## src/rtl/regfile_wb_if.sv

```systemverilog
// regfile_wb_if: ALU/LSU result handshakes, write port, issue and hazard/forwarding signals
interface regfile_wb_if;
  logic        alu_valid;
  logic [4:0]  alu_rd;
  logic [31:0] alu_data;
  logic        alu_ready;
  logic        lsu_valid;
  logic [4:0]  lsu_rd;
  logic [31:0] lsu_data;
  logic        lsu_ready;
  logic        wr;
  logic [4:0]  rd;
  logic [31:0] rd_d;
  logic        issue_valid;
  logic [4:0]  issue_rd;
  logic [4:0]  rs1;
  logic [4:0]  rs2;
  logic        rs1_busy;
  logic        rs2_busy;
  logic        fwd1_en;
  logic [31:0] fwd1_d;
  logic        fwd2_en;
  logic [31:0] fwd2_d;
  modport master (
    output alu_valid, alu_rd, alu_data, lsu_valid, lsu_rd, lsu_data,
           issue_valid, issue_rd, rs1, rs2,
    input  alu_ready, lsu_ready, wr, rd, rd_d, rs1_busy, rs2_busy,
           fwd1_en, fwd1_d, fwd2_en, fwd2_d
  );
  modport slave (
    input  alu_valid, alu_rd, alu_data, lsu_valid, lsu_rd, lsu_data,
           issue_valid, issue_rd, rs1, rs2,
    output alu_ready, lsu_ready, wr, rd, rd_d, rs1_busy, rs2_busy,
           fwd1_en, fwd1_d, fwd2_en, fwd2_d
  );
endinterface

```

## src/rtl/regfile_wb.sv

```systemverilog
// regfile_wb: arbitrates ALU/LSU results onto the register-file write port,
// tracks pending-write busy bits and produces forwarding for the stale-read window
module regfile_wb #(
  parameter int STARVE_MAX = 4
) (
  input logic         clk,
  input logic         rst_n,
  regfile_wb_if.slave bus
);
  logic [3:0]  starve_q, starve_d;
  logic        wr_q, wr_d;
  logic [4:0]  addr_q, addr_d;
  logic [31:0] data_q, data_d;
  logic [31:0] busy_q, busy_d;
  logic        fwd1_en_q, fwd1_en_d, fwd2_en_q, fwd2_en_d;
  logic [31:0] fwd1_q, fwd1_d, fwd2_q, fwd2_d;
  logic        force_alu, alu_rdy, lsu_rdy, acc;
  logic [4:0]  sel_rd;
  logic [31:0] sel_data, set_mask, clr_mask;
  // LSU normally wins; a starved ALU is forced through once the counter saturates
  always_comb begin
    force_alu = bus.alu_valid && (starve_q == 4'(STARVE_MAX));
    alu_rdy   = bus.alu_valid && (!bus.lsu_valid || force_alu);
    lsu_rdy   = bus.lsu_valid && !alu_rdy;
    acc       = alu_rdy || lsu_rdy;
    sel_rd    = alu_rdy ? bus.alu_rd : bus.lsu_rd;
    sel_data  = alu_rdy ? bus.alu_data : bus.lsu_data;
    starve_d  = (!bus.alu_valid || alu_rdy) ? 4'd0 :
                (starve_q == 4'(STARVE_MAX)) ? starve_q : starve_q + 4'd1;
    wr_d      = acc && (sel_rd != 5'd0);
    addr_d    = acc ? sel_rd : addr_q;
    data_d    = acc ? sel_data : data_q;
    set_mask  = bus.issue_valid ? (32'd1 << bus.issue_rd) : 32'd0;
    clr_mask  = wr_q ? (32'd1 << addr_q) : 32'd0;
    busy_d    = ((busy_q & ~clr_mask) | set_mask) & ~32'd1;
    fwd1_en_d = wr_q && (addr_q != 5'd0) && (addr_q == bus.rs1);
    fwd2_en_d = wr_q && (addr_q != 5'd0) && (addr_q == bus.rs2);
    fwd1_d    = fwd1_en_d ? data_q : fwd1_q;
    fwd2_d    = fwd2_en_d ? data_q : fwd2_q;
  end
  always_ff @(posedge clk or negedge rst_n) begin
    if (!rst_n) begin
      starve_q  <= '0;
      wr_q      <= 1'b0;
      addr_q    <= '0;
      data_q    <= '0;
      busy_q    <= '0;
      fwd1_en_q <= 1'b0;
      fwd2_en_q <= 1'b0;
      fwd1_q    <= '0;
      fwd2_q    <= '0;
    end else begin
      starve_q  <= starve_d;
      wr_q      <= wr_d;
      addr_q    <= addr_d;
      data_q    <= data_d;
      busy_q    <= busy_d;
      fwd1_en_q <= fwd1_en_d;
      fwd2_en_q <= fwd2_en_d;
      fwd1_q    <= fwd1_d;
      fwd2_q    <= fwd2_d;
    end
  end
  assign bus.alu_ready = alu_rdy;
  assign bus.lsu_ready = lsu_rdy;
  assign bus.wr        = wr_q;
  assign bus.rd        = addr_q;
  assign bus.rd_d      = data_q;
  assign bus.rs1_busy  = busy_q[bus.rs1];
  assign bus.rs2_busy  = busy_q[bus.rs2];
  assign bus.fwd1_en   = fwd1_en_q;
  assign bus.fwd1_d    = fwd1_q;
  assign bus.fwd2_en   = fwd2_en_q;
  assign bus.fwd2_d    = fwd2_q;
endmodule

```

## src/flat_wrapper.sv

```systemverilog
// flat-port wrapper written by rule: the top's interface ports become plain ports
module regfile_wb_flat 
#(
  parameter int STARVE_MAX = 4
)
  (clk, rst_n, bus_alu_valid, bus_alu_rd, bus_alu_data, bus_lsu_valid, bus_lsu_rd, bus_lsu_data, bus_issue_valid, bus_issue_rd, bus_rs1, bus_rs2, bus_alu_ready, bus_lsu_ready, bus_wr, bus_rd, bus_rd_d, bus_rs1_busy, bus_rs2_busy, bus_fwd1_en, bus_fwd1_d, bus_fwd2_en, bus_fwd2_d);
  regfile_wb_if bus_i ();
  input logic clk;
  input logic rst_n;
  input wire logic [$bits(bus_i.alu_valid)-1:0] bus_alu_valid;
  input wire logic [$bits(bus_i.alu_rd)-1:0] bus_alu_rd;
  input wire logic [$bits(bus_i.alu_data)-1:0] bus_alu_data;
  input wire logic [$bits(bus_i.lsu_valid)-1:0] bus_lsu_valid;
  input wire logic [$bits(bus_i.lsu_rd)-1:0] bus_lsu_rd;
  input wire logic [$bits(bus_i.lsu_data)-1:0] bus_lsu_data;
  input wire logic [$bits(bus_i.issue_valid)-1:0] bus_issue_valid;
  input wire logic [$bits(bus_i.issue_rd)-1:0] bus_issue_rd;
  input wire logic [$bits(bus_i.rs1)-1:0] bus_rs1;
  input wire logic [$bits(bus_i.rs2)-1:0] bus_rs2;
  output wire logic [$bits(bus_i.alu_ready)-1:0] bus_alu_ready;
  output wire logic [$bits(bus_i.lsu_ready)-1:0] bus_lsu_ready;
  output wire logic [$bits(bus_i.wr)-1:0] bus_wr;
  output wire logic [$bits(bus_i.rd)-1:0] bus_rd;
  output wire logic [$bits(bus_i.rd_d)-1:0] bus_rd_d;
  output wire logic [$bits(bus_i.rs1_busy)-1:0] bus_rs1_busy;
  output wire logic [$bits(bus_i.rs2_busy)-1:0] bus_rs2_busy;
  output wire logic [$bits(bus_i.fwd1_en)-1:0] bus_fwd1_en;
  output wire logic [$bits(bus_i.fwd1_d)-1:0] bus_fwd1_d;
  output wire logic [$bits(bus_i.fwd2_en)-1:0] bus_fwd2_en;
  output wire logic [$bits(bus_i.fwd2_d)-1:0] bus_fwd2_d;
  assign bus_i.alu_valid = bus_alu_valid;
  assign bus_i.alu_rd = bus_alu_rd;
  assign bus_i.alu_data = bus_alu_data;
  assign bus_i.lsu_valid = bus_lsu_valid;
  assign bus_i.lsu_rd = bus_lsu_rd;
  assign bus_i.lsu_data = bus_lsu_data;
  assign bus_i.issue_valid = bus_issue_valid;
  assign bus_i.issue_rd = bus_issue_rd;
  assign bus_i.rs1 = bus_rs1;
  assign bus_i.rs2 = bus_rs2;
  assign bus_alu_ready = bus_i.alu_ready;
  assign bus_lsu_ready = bus_i.lsu_ready;
  assign bus_wr = bus_i.wr;
  assign bus_rd = bus_i.rd;
  assign bus_rd_d = bus_i.rd_d;
  assign bus_rs1_busy = bus_i.rs1_busy;
  assign bus_rs2_busy = bus_i.rs2_busy;
  assign bus_fwd1_en = bus_i.fwd1_en;
  assign bus_fwd1_d = bus_i.fwd1_d;
  assign bus_fwd2_en = bus_i.fwd2_en;
  assign bus_fwd2_d = bus_i.fwd2_d;
  regfile_wb #(.STARVE_MAX(STARVE_MAX)) u_core (.clk(clk), .rst_n(rst_n), .bus(bus_i));
endmodule
```

## config.mk

```make
export PLATFORM = sky130hd
export DESIGN_NAME = regfile_wb_flat
export DESIGN_NICKNAME = d
export VERILOG_FILES = /design/src/rtl/regfile_wb_if.sv /design/src/rtl/regfile_wb.sv /design/src/flat_wrapper.sv
export SDC_FILE = /design/constraint.sdc
export NUM_CORES = 1
export LEC_CHECK = 0
export BUFFER_PORTS_ARGS = -buffer_cell sky130_fd_sc_hd__clkbuf_2
export CORE_MARGIN = 5
export CORE_UTILIZATION = 45
export CTS_BUF_LIST = sky130_fd_sc_hd__clkbuf_4
export CTS_CLUSTER_SIZE = 24
export DETAILED_ROUTE_END_ITERATION = 10
export PLACE_DENSITY = 0.78
export SLEW_MARGIN = 20
export SYNTH_ARGS = -nofsm -noshare
export SYNTH_HDL_FRONTEND = slang
export SYNTH_SLANG_ARGS = --single-unit
```

## constraint.sdc

```tcl
create_clock -name clk -period 2.15 [get_ports clk]
set_input_delay 0 -clock clk [delete_from_list [all_inputs] [get_ports clk]]
set_output_delay 0 -clock clk [all_outputs]
set_load 0.005 [all_outputs]
```

-- After elaboration in Yosys (flattened, before gate mapping)
Index checks and enable logic that the tools add are counted.
W data, S select, Z words.
- equality and inequality tests: 4
- shift operators: 2
- bitwise operators: 3
- add/subtract/negate cells: 1
- muxes and demuxes: 10
- reductions and logical operators: 15
- magnitude comparators: 2
- operators with widths (operator ; count):
    $mux W32 ; 3
    $shl A1 B5 Y32 const A ; 2
    $and A32 B32 Y32 ; 1
    $not A32 Y32 ; 1
    $or A32 B32 Y32 ; 1
    $lt A5 B6 Y1 const B ; 2
    $bmux W1 S5 ; 2
    $eq A5 B5 Y1 ; 2
    $reduce_bool A5 Y1 ; 2
    $mux W4 ; 2
    $logic_and A1 B1 Y1 ; 7
    $mux W5 ; 1
    $add A4 B1 Y4 const B ; 1
    $eq A4 B3 Y1 const B ; 1
    $logic_not A1 Y1 ; 3
    $logic_or A1 B1 Y1 ; 3
    $mux W1 ; 2
    $ne A2 B1 Y1 const B ; 1
- logic and storage cells: 46
- input bits: 94
- flip-flop bits (word level): 139

-- Longest topological paths before layout
Gate-level depths: netlist of run 1.
- depth after elaboration: 8
- mapped depth: 8

-- Worst setup path after synthesis of run 1
OpenSTA, ideal clock, no wires.
- path kind: register to register
- from: register u_core.addr_q[4], in the netlist u_core.bus.rd[4]
- to: register u_core.fwd1_q[10], in the netlist u_core.bus.fwd1_d[10]
- arrival: 1751 ps
- setup slack: 274 ps
- required time: 2025 ps
- buffers on the path: 2
- stages on the path, launching flop included: 7
- cells stage by stage: dfrtp_1 -> buf_6 -> xnor2_1 -> nand3_1 -> nor4_4 -> buf_6 -> mux2_4
- word-level cells in the longest chain between the ends: 3
- elaborated cells on any way between the ends: 4
- those cells by class: 1 x eq/ne; 3 x reduce/logical
- RTL lines (element ; line ; text):
    start, declared ; regfile_wb.sv:12 ; logic [4:0] addr_q, addr_d;
    start signal, assigned ; regfile_wb.sv:55 ; addr_q <= addr_d;
    $reduce_bool A5 Y1 ; regfile_wb.sv:36 ; fwd1_en_d = wr_q && (addr_q != 5'd0) && (addr_q == bus.rs1);
    $logic_and A1 B1 Y1 ; regfile_wb.sv:36 ;
    $logic_and A1 B1 Y1 (*) ; regfile_wb.sv:36 ;
    end signal, assigned ; regfile_wb.sv:60 ; fwd1_q <= fwd1_d;
    end, declared ; regfile_wb.sv:16 ; logic [31:0] fwd1_q, fwd1_d, fwd2_q, fwd2_d;
Every way passes the cells marked *; elsewhere a longest branch is shown, timed or not.
A chain may end at the register's enable or synchronous reset.

-- Worst setup path in the final report of run 1
- from: register u_core.addr_q[3], in the netlist u_core.bus.rd[3]
- to: register u_core.fwd1_q[0], in the netlist u_core.bus.fwd1_d[0]
Same word-level chain as after synthesis.

==> results of run 1 <==
==> area by class of cell <==
cell class | instances | area (um^2)
fill | 1081 | 5470
sequential | 139 | 3480
multi-input combinational | 306 | 2730
timing repair buffer | 306 | 2110
tap | 184 | 230
inverter | 37 | 139
clock inverter | 15 | 133
clock buffer | 17 | 128
antenna | 1 | 2.50
==> worst max-delay path by stage <==
stage / from / endpoint / cells after the start
global placement: u_core.bus.rd[3] / u_core.bus.fwd1_d[2] / 5
floorplan: u_core.bus.rd[4] / u_core.bus.fwd1_d[10] / 6
detailed placement: u_core.bus.rd[3] / u_core.bus.fwd1_d[1] / 5
CTS: u_core.starve_q[0] / bus_lsu_ready / 6
global route: u_core.starve_q[0] / bus_lsu_ready / 6
finish: u_core.bus.rd[3] / u_core.bus.fwd1_d[0] / 5
==> per-layer routing <==
layer | global-route usage | part of all wire | vias up
met5 | 0 | 0 | -
met4 | 0.114 | 0.036 | 0
met3 | 0.0630 | 0.095 | 70
met2 | 0.408 | 0.50 | 410
met1 | 0.300 | 0.37 | 2787
li1 | - | - | 2474
==> cell families (layout without fill, tap and decap cells) <==
logic type,Yosys count,count (layout),share of synthesized area
AOI/OAI and AO/OA,119,119,0.124
xor gates and xnor gates,12,12,0.0161
adders and majority gates,2,2,0.00382
buffers and inverters,70,375,0.0539
DFF,139,139,0.532
muxes,93,93,0.199
other,0,1,0
and+or+nand+nor,80,80,0.0713
==> power breakdown <==
group | switching [mW] | total, mW | internal, mW
logic | 1.08 | 2.70 | 1.62
registers | 0.685 | 4.13 | 3.44
clock network | 0.956 | 1.62 | 0.664
total | 2.72 | 8.44 | 5.72
==> critical path, cell delays in order (launching register included) <==
cell and delay [ns]:
dfrtp_1 0.46, or2_1 0.26, o41ai_4 0.12, nor4_4 0.35, buf_12 0.29, mux2_2 0.38
==> state kept, by name (all words and copies together) (netlist names) <==
signal,flops
u_core.bus.fwd2_en,1
u_core.bus.fwd1_en,1
u_core.bus.wr,1
u_core.bus.fwd2_d,32
u_core.bus.fwd1_d,32
u_core.bus.rd_d,32
u_core.starve_q,4
u_core.bus.rd,5
u_core.busy_q,31
==> per-stage QoR <==
stage | cell area [um^2] | setup slack, ns
after floorplan | 6540 | 0.274
after global placement | 7740 | 0.257
after detailed placement | 7740 | 0.180
after CTS | 8950 | 0.126
after global routing | 8950 | 0.0236
final | 8950 | 0.149
==> placed cells by master, fill, tap and decap left out, types with 2 or more instances in the layout <==
cell type,synthesis,routed
a211oi_1,2,2
a21oi_1,7,6
a222oi_1,32,32
a22oi_1,4,4
buf_12,0,5
buf_4,0,7
bufinv_16,0,2
clkbuf_2,0,200
clkbuf_4,0,17
clkinv_1,0,3
clkinv_2,0,6
clkinvlp_4,0,3
dfrtp_1,139,139
dlygate4sd3_1,0,92
ha_1,2,2
inv_1,37,37
mux2_2,6,6
mux2_4,58,58
mux2i_1,23,23
mux4_2,6,6
nand2_1,12,12
nand2b_1,13,13
nand3_1,15,15
nand3b_1,5,5
nand4_1,3,3
nand4b_1,2,2
nor2_1,11,10
nor2b_1,5,5
nor3_1,2,2
nor4_4,2,2
o2111ai_1,2,2
o211ai_1,2,2
o21ai_0,67,67
or2_2,6,6
xnor2_1,7,7
xor2_1,5,5
==> impl_metrics.py, run 1 <==
metrics = {
    "logic_synthesis": {
        "synth-seq-area-share": 0.532,
        "ys_ff_latch": 139,
        "synthTopCellsByArea": "dfrtp_1 (53%), mux2_4 (13%), o21ai_0 (5.1%), a222oi_1 (4.9%), mux2i_1 (3.5%)",
        "synthArstFlopShare": 1.00,
        "syn_area_um2": 6540,
        "ys_types": 37,
        "ys_warn_count": 0,
        "synth_top_cells_by_count": "dfrtp_1 (139), o21ai_0 (67), mux2_4 (58)",
        "syn_inst": 515,
        "ys.flop_type": "dfrtp_1",
        "synth_edf_count": 0,
        "avgSynthCellArea_um2": 12.7,
        "synth.most_common_cell": "dfrtp_1",
        "syn_nets": 611,
        "synth.top_cell.area_share": 0.532,
        "netlist.top_cell.by_area": "dfrtp_1",
    },
    "placement": {
        "dp_cells": 879,
        "hpwl_um": 13100,
        "port_buffers": 201,
        "gp_congestion": 0.981,
    },
    "floorplanning": {
        "floorplan.initialDensity": 0.454,
        "dieWidth_um": 131,
        "dieHeight_um": 131,
        "ioPinCount": 202,
        "num_rows": 44,
        "die_area_um2": 17100,
        "core_um2": 14400,
    },
    "timing": {
        "finalSetupTns_ns": 0,
        "fin_crit_sh": 0.931,
        "finalHoldViolations": 0,
        "slew_viol_final": 0,
        "finalSetupViolCount": 0,
        "period_minus_slack_ns": 2.00,
        "hold_slack_ns": 0.183,
        "rsz0062_at_grt": "false",
        "fmax_ghz": 0.500,
        "relSlewSlack": 0.469,
        "fin_worst_skew_ns": 0.0207,
        "worst_pin_slew_ns": 0.795,
    },
    "finish": {
        "drive_gt1_frac": 0.396,
        "stdcell_count": 1005,
        "area_growth_pct": 36.8,
        "final_nets": 903,
        "finalCoreUtilization": 0.621,
    },
    "power_and_ir_drop": {
        "powerDensity_nw_per_um2": 943,
        "power_leakage_nw": 4.33,
        "finalPower_mw": 8.44,
        "vdd_drop_max_mv": 0.525,
    },
    "critical_path": {
        "r2r_slack_ns": 0.15,
        "required_ns": 2.59,
        "reg2reg_to": "u_core.bus.fwd1_d[0]",
        "criticalPathCategory": "register to register",
        "cp.arrival_ns": 2.44,
        "reg2reg_from": "u_core.bus.rd[3]",
        "critPathMaxFanout": 33,
        "startpoint_type": "register",
        "end_kind": "register",
        "r2r_cells": 5,
    },
    "routing": {
        "viasPerCell": 5.71,
        "dr.pass1.iters": 9,
        "wl_um": 20800,
        "routedWlPerCell_um": 20.7,
        "vias": 5741,
        "drc": 0,
        "ant_nets": 0,
        "drt_iter0_markers": 559,
    },
    "clock_network": {
        "clkSinkCount": 139,
        "path_clk_slew_ns": 0.12,
        "cts_buffer_depth": 2,
        "cts_root_buffer": "clkbuf_4",
        "postCtsSetupBuffers": 0,
        "htreeDepth": 4,
        "cts_inserted_buffers": 17,
        "clkLatencyLatePin_ns": 0.55,
        "cts.repair.resized": 0,
        "ctsHoldBuffers": 93,
        "cts_tree": "done",
    },
    "global_routing": {
        "grt_use_total": 0.245,
        "grt_max_degree": 52,
        "grt_first_pass_wirelength_um": 32000,
        "grt_overflow": 0,
        "antenna_found_initial": 1,
        "grt_pass1_vias": 5988,
    },
    "worst_hold_path": {
        "min_from": "bus_rs2[3]",
        "whs_path_depth": 5,
        "hold_path_class": "input port to register",
        "hold_end": "u_core.bus.fwd2_en",
    },
    "outcome": {
        "outcome": "finished, final reports clean",
    },
    "flow_run": {
        "cap_violations": 0,
    },
}
(Power assumes the default switching activity.)
==> inputs of run 2 (changes only) <==
Clock period 2.15 ns to 2.1 ns, I/O delays scaled along.
==> impl_metrics.py, run 2 (synthesized netlist as in run 1, its figures left out) <==
metrics = {
    "outcome": {
        "outcome": "finished, final reports clean",
    },
    "power_and_ir_drop": {
        "vdd_drop_max_mv": 0.650,
        "power_leakage_nw": 4.39,
        "powerDensity_nw_per_um2": 1000,
    },
    "clock_network": {
        "cts_inserted_buffers": 17,
        "clkSinkCount": 139,
        "clkLatencyLatePin_ns": 0.54,
        "cts_root_buffer": "clkbuf_4",
        "cts_buffer_depth": 2,
        "cts_tree": "done",
        "path_clk_slew_ns": 0.12,
        "postCtsSetupBuffers": 0,
        "htreeDepth": 4,
    },
    "timing": {
        "finalSetupViolCount": 0,
        "fmax_ghz": 0.496,
        "fin_crit_sh": 0.960,
        "worst_pin_slew_ns": 0.946,
        "relSlewSlack": 0.368,
        "slew_viol_final": 0,
        "period_minus_slack_ns": 2.02,
        "finalHoldViolations": 0,
        "rsz0062_at_grt": "false",
        "fin_worst_skew_ns": 0.0208,
        "finalSetupTns_ns": 0,
    },
    "global_routing": {
        "antenna_found_initial": 0,
        "grt_use_total": 0.253,
        "grt_max_degree": 65,
        "grt_overflow": 0,
        "grt_pass1_vias": 6372,
        "grt_first_pass_wirelength_um": 33300,
    },
    "routing": {
        "wl_um": 21600,
        "drt_iter0_markers": 644,
        "drc": 0,
        "dr.pass1.iters": 8,
        "viasPerCell": 5.77,
        "ant_nets": 0,
        "routedWlPerCell_um": 21.4,
        "vias": 5810,
    },
    "critical_path": {
        "reg2reg_from": "u_core.bus.rd[3]",
        "reg2reg_to": "u_core.bus.fwd1_d[1]",
        "criticalPathCategory": "register to register",
        "critPathMaxFanout": 33,
        "r2r_cells": 5,
        "cp_slowest_cell": "dfrtp_1",
        "cp.arrival_ns": 2.45,
        "timing.critical_path.slowest_cell_delay_ns": 0.48,
        "r2r_slack_ns": 0.08,
        "worstPathCellList": "or2_1 > o41ai_4 > nor4_4 > buf_12 > mux2_2",
        "startpoint_type": "register",
        "required_ns": 2.53,
        "end_kind": "register",
    },
    "floorplanning": {
        "die_area_um2": 17100,
        "num_rows": 44,
        "dieHeight_um": 131,
        "ioPinCount": 202,
        "floorplan.initialDensity": 0.454,
        "core_um2": 14400,
        "dieWidth_um": 131,
    },
    "placement": {
        "dp_cells": 883,
        "hpwl_um": 13200,
        "port_buffers": 201,
        "placed_area_um2": 7770,
        "gp_congestion": 1.00,
    },
    "finish": {
        "mostFrequentLayoutCell": "clkbuf_2",
        "final_cell_area_um2": 9060,
        "drive_gt1_frac": 0.403,
        "stdcell_count": 1007,
        "area_growth_pct": 38.5,
        "final_cell_mix": "clkbuf_2 (200), dfrtp_1 (139), dlygate4sd3_1 (90)",
        "fillerInstances": 1096,
        "final_nets": 906,
    },
    "worst_hold_path": {
        "hold_path_class": "input port to async pin",
    },
    "flow_run": {
        "cap_violations": 0,
    },
}
run 2: critical path, delay by kind of cell (launching register included):
kind	cells	cell delay, ns
buf+inv	1	0.29
simple gates	2	0.62
compound gates	1	0.12
mux	1	0.38
flops	1	0.48
run 2: what timing repair did:
action | CTS | global route
hold buffers | 90 | 0
setup endpoints to repair | 0 | 2
hold endpoints to repair | 212 | 0
gates resized for setup | 0 | 1
run 2: worst max-delay path by stage:
stage	from	end	slack, ns	cells past startpoint
after floorplan	u_core.bus.rd[4]	u_core.bus.fwd1_d[10]	0.22	6
after CTS	u_core.starve_q[0]	bus_alu_ready	0.07	6
after global routing	u_core.starve_q[0]	bus_alu_ready	0.002	6
after detailed placement	u_core.bus.rd[3]	u_core.bus.fwd1_d[0]	0.1	5
after global placement	u_core.bus.rd[3]	u_core.bus.fwd2_d[31]	0.22	5
final	u_core.bus.rd[3]	u_core.bus.fwd1_d[1]	0.08	5
run 2: through the flow:
stage                     worst slack, ns  total power [mW]  hold slack (ns)   util
after detailed placement           0.0996              6.81           0.0340  0.539
after global placement              0.219              6.68           0.0191  0.539
final                              0.0846              9.07           0.0232  0.628
after global routing              0.00209              9.54           0.0413  0.628
after CTS                          0.0672              8.98           0.0191  0.625
after floorplan                     0.224              5.52           -0.296      -
run 2: cell type report:
type	count	area, um^2	share of cell area
timing repair buffer	309	2150	0.237
clock buffer	18	135	0.0149
antenna	1	2.50	0.000276
multi-input combinational	306	2730	0.301
inverter	37	139	0.0153
clock inverter	13	200	0.0221
tap	184	230	0.0254
sequential	139	3480	0.384
run 2: power breakdown:
| part | leakage [nW] | internal, mW | switching [mW] |
|---|---|---|---|
| Clock | 0.173 | 1.06 | 0.981 |
| Combinational | 2.51 | 1.65 | 1.15 |
| Sequential | 1.71 | 3.53 | 0.701 |
| Total | 4.39 | 6.24 | 2.83 |
run 2: metal layers:
layer | global-route usage | wire length [um]
met1 | 0.293 | 7910
met2 | 0.431 | 10900
met3 | 0.0679 | 1880
met4 | 0.131 | 851
met5 | 0 | 0
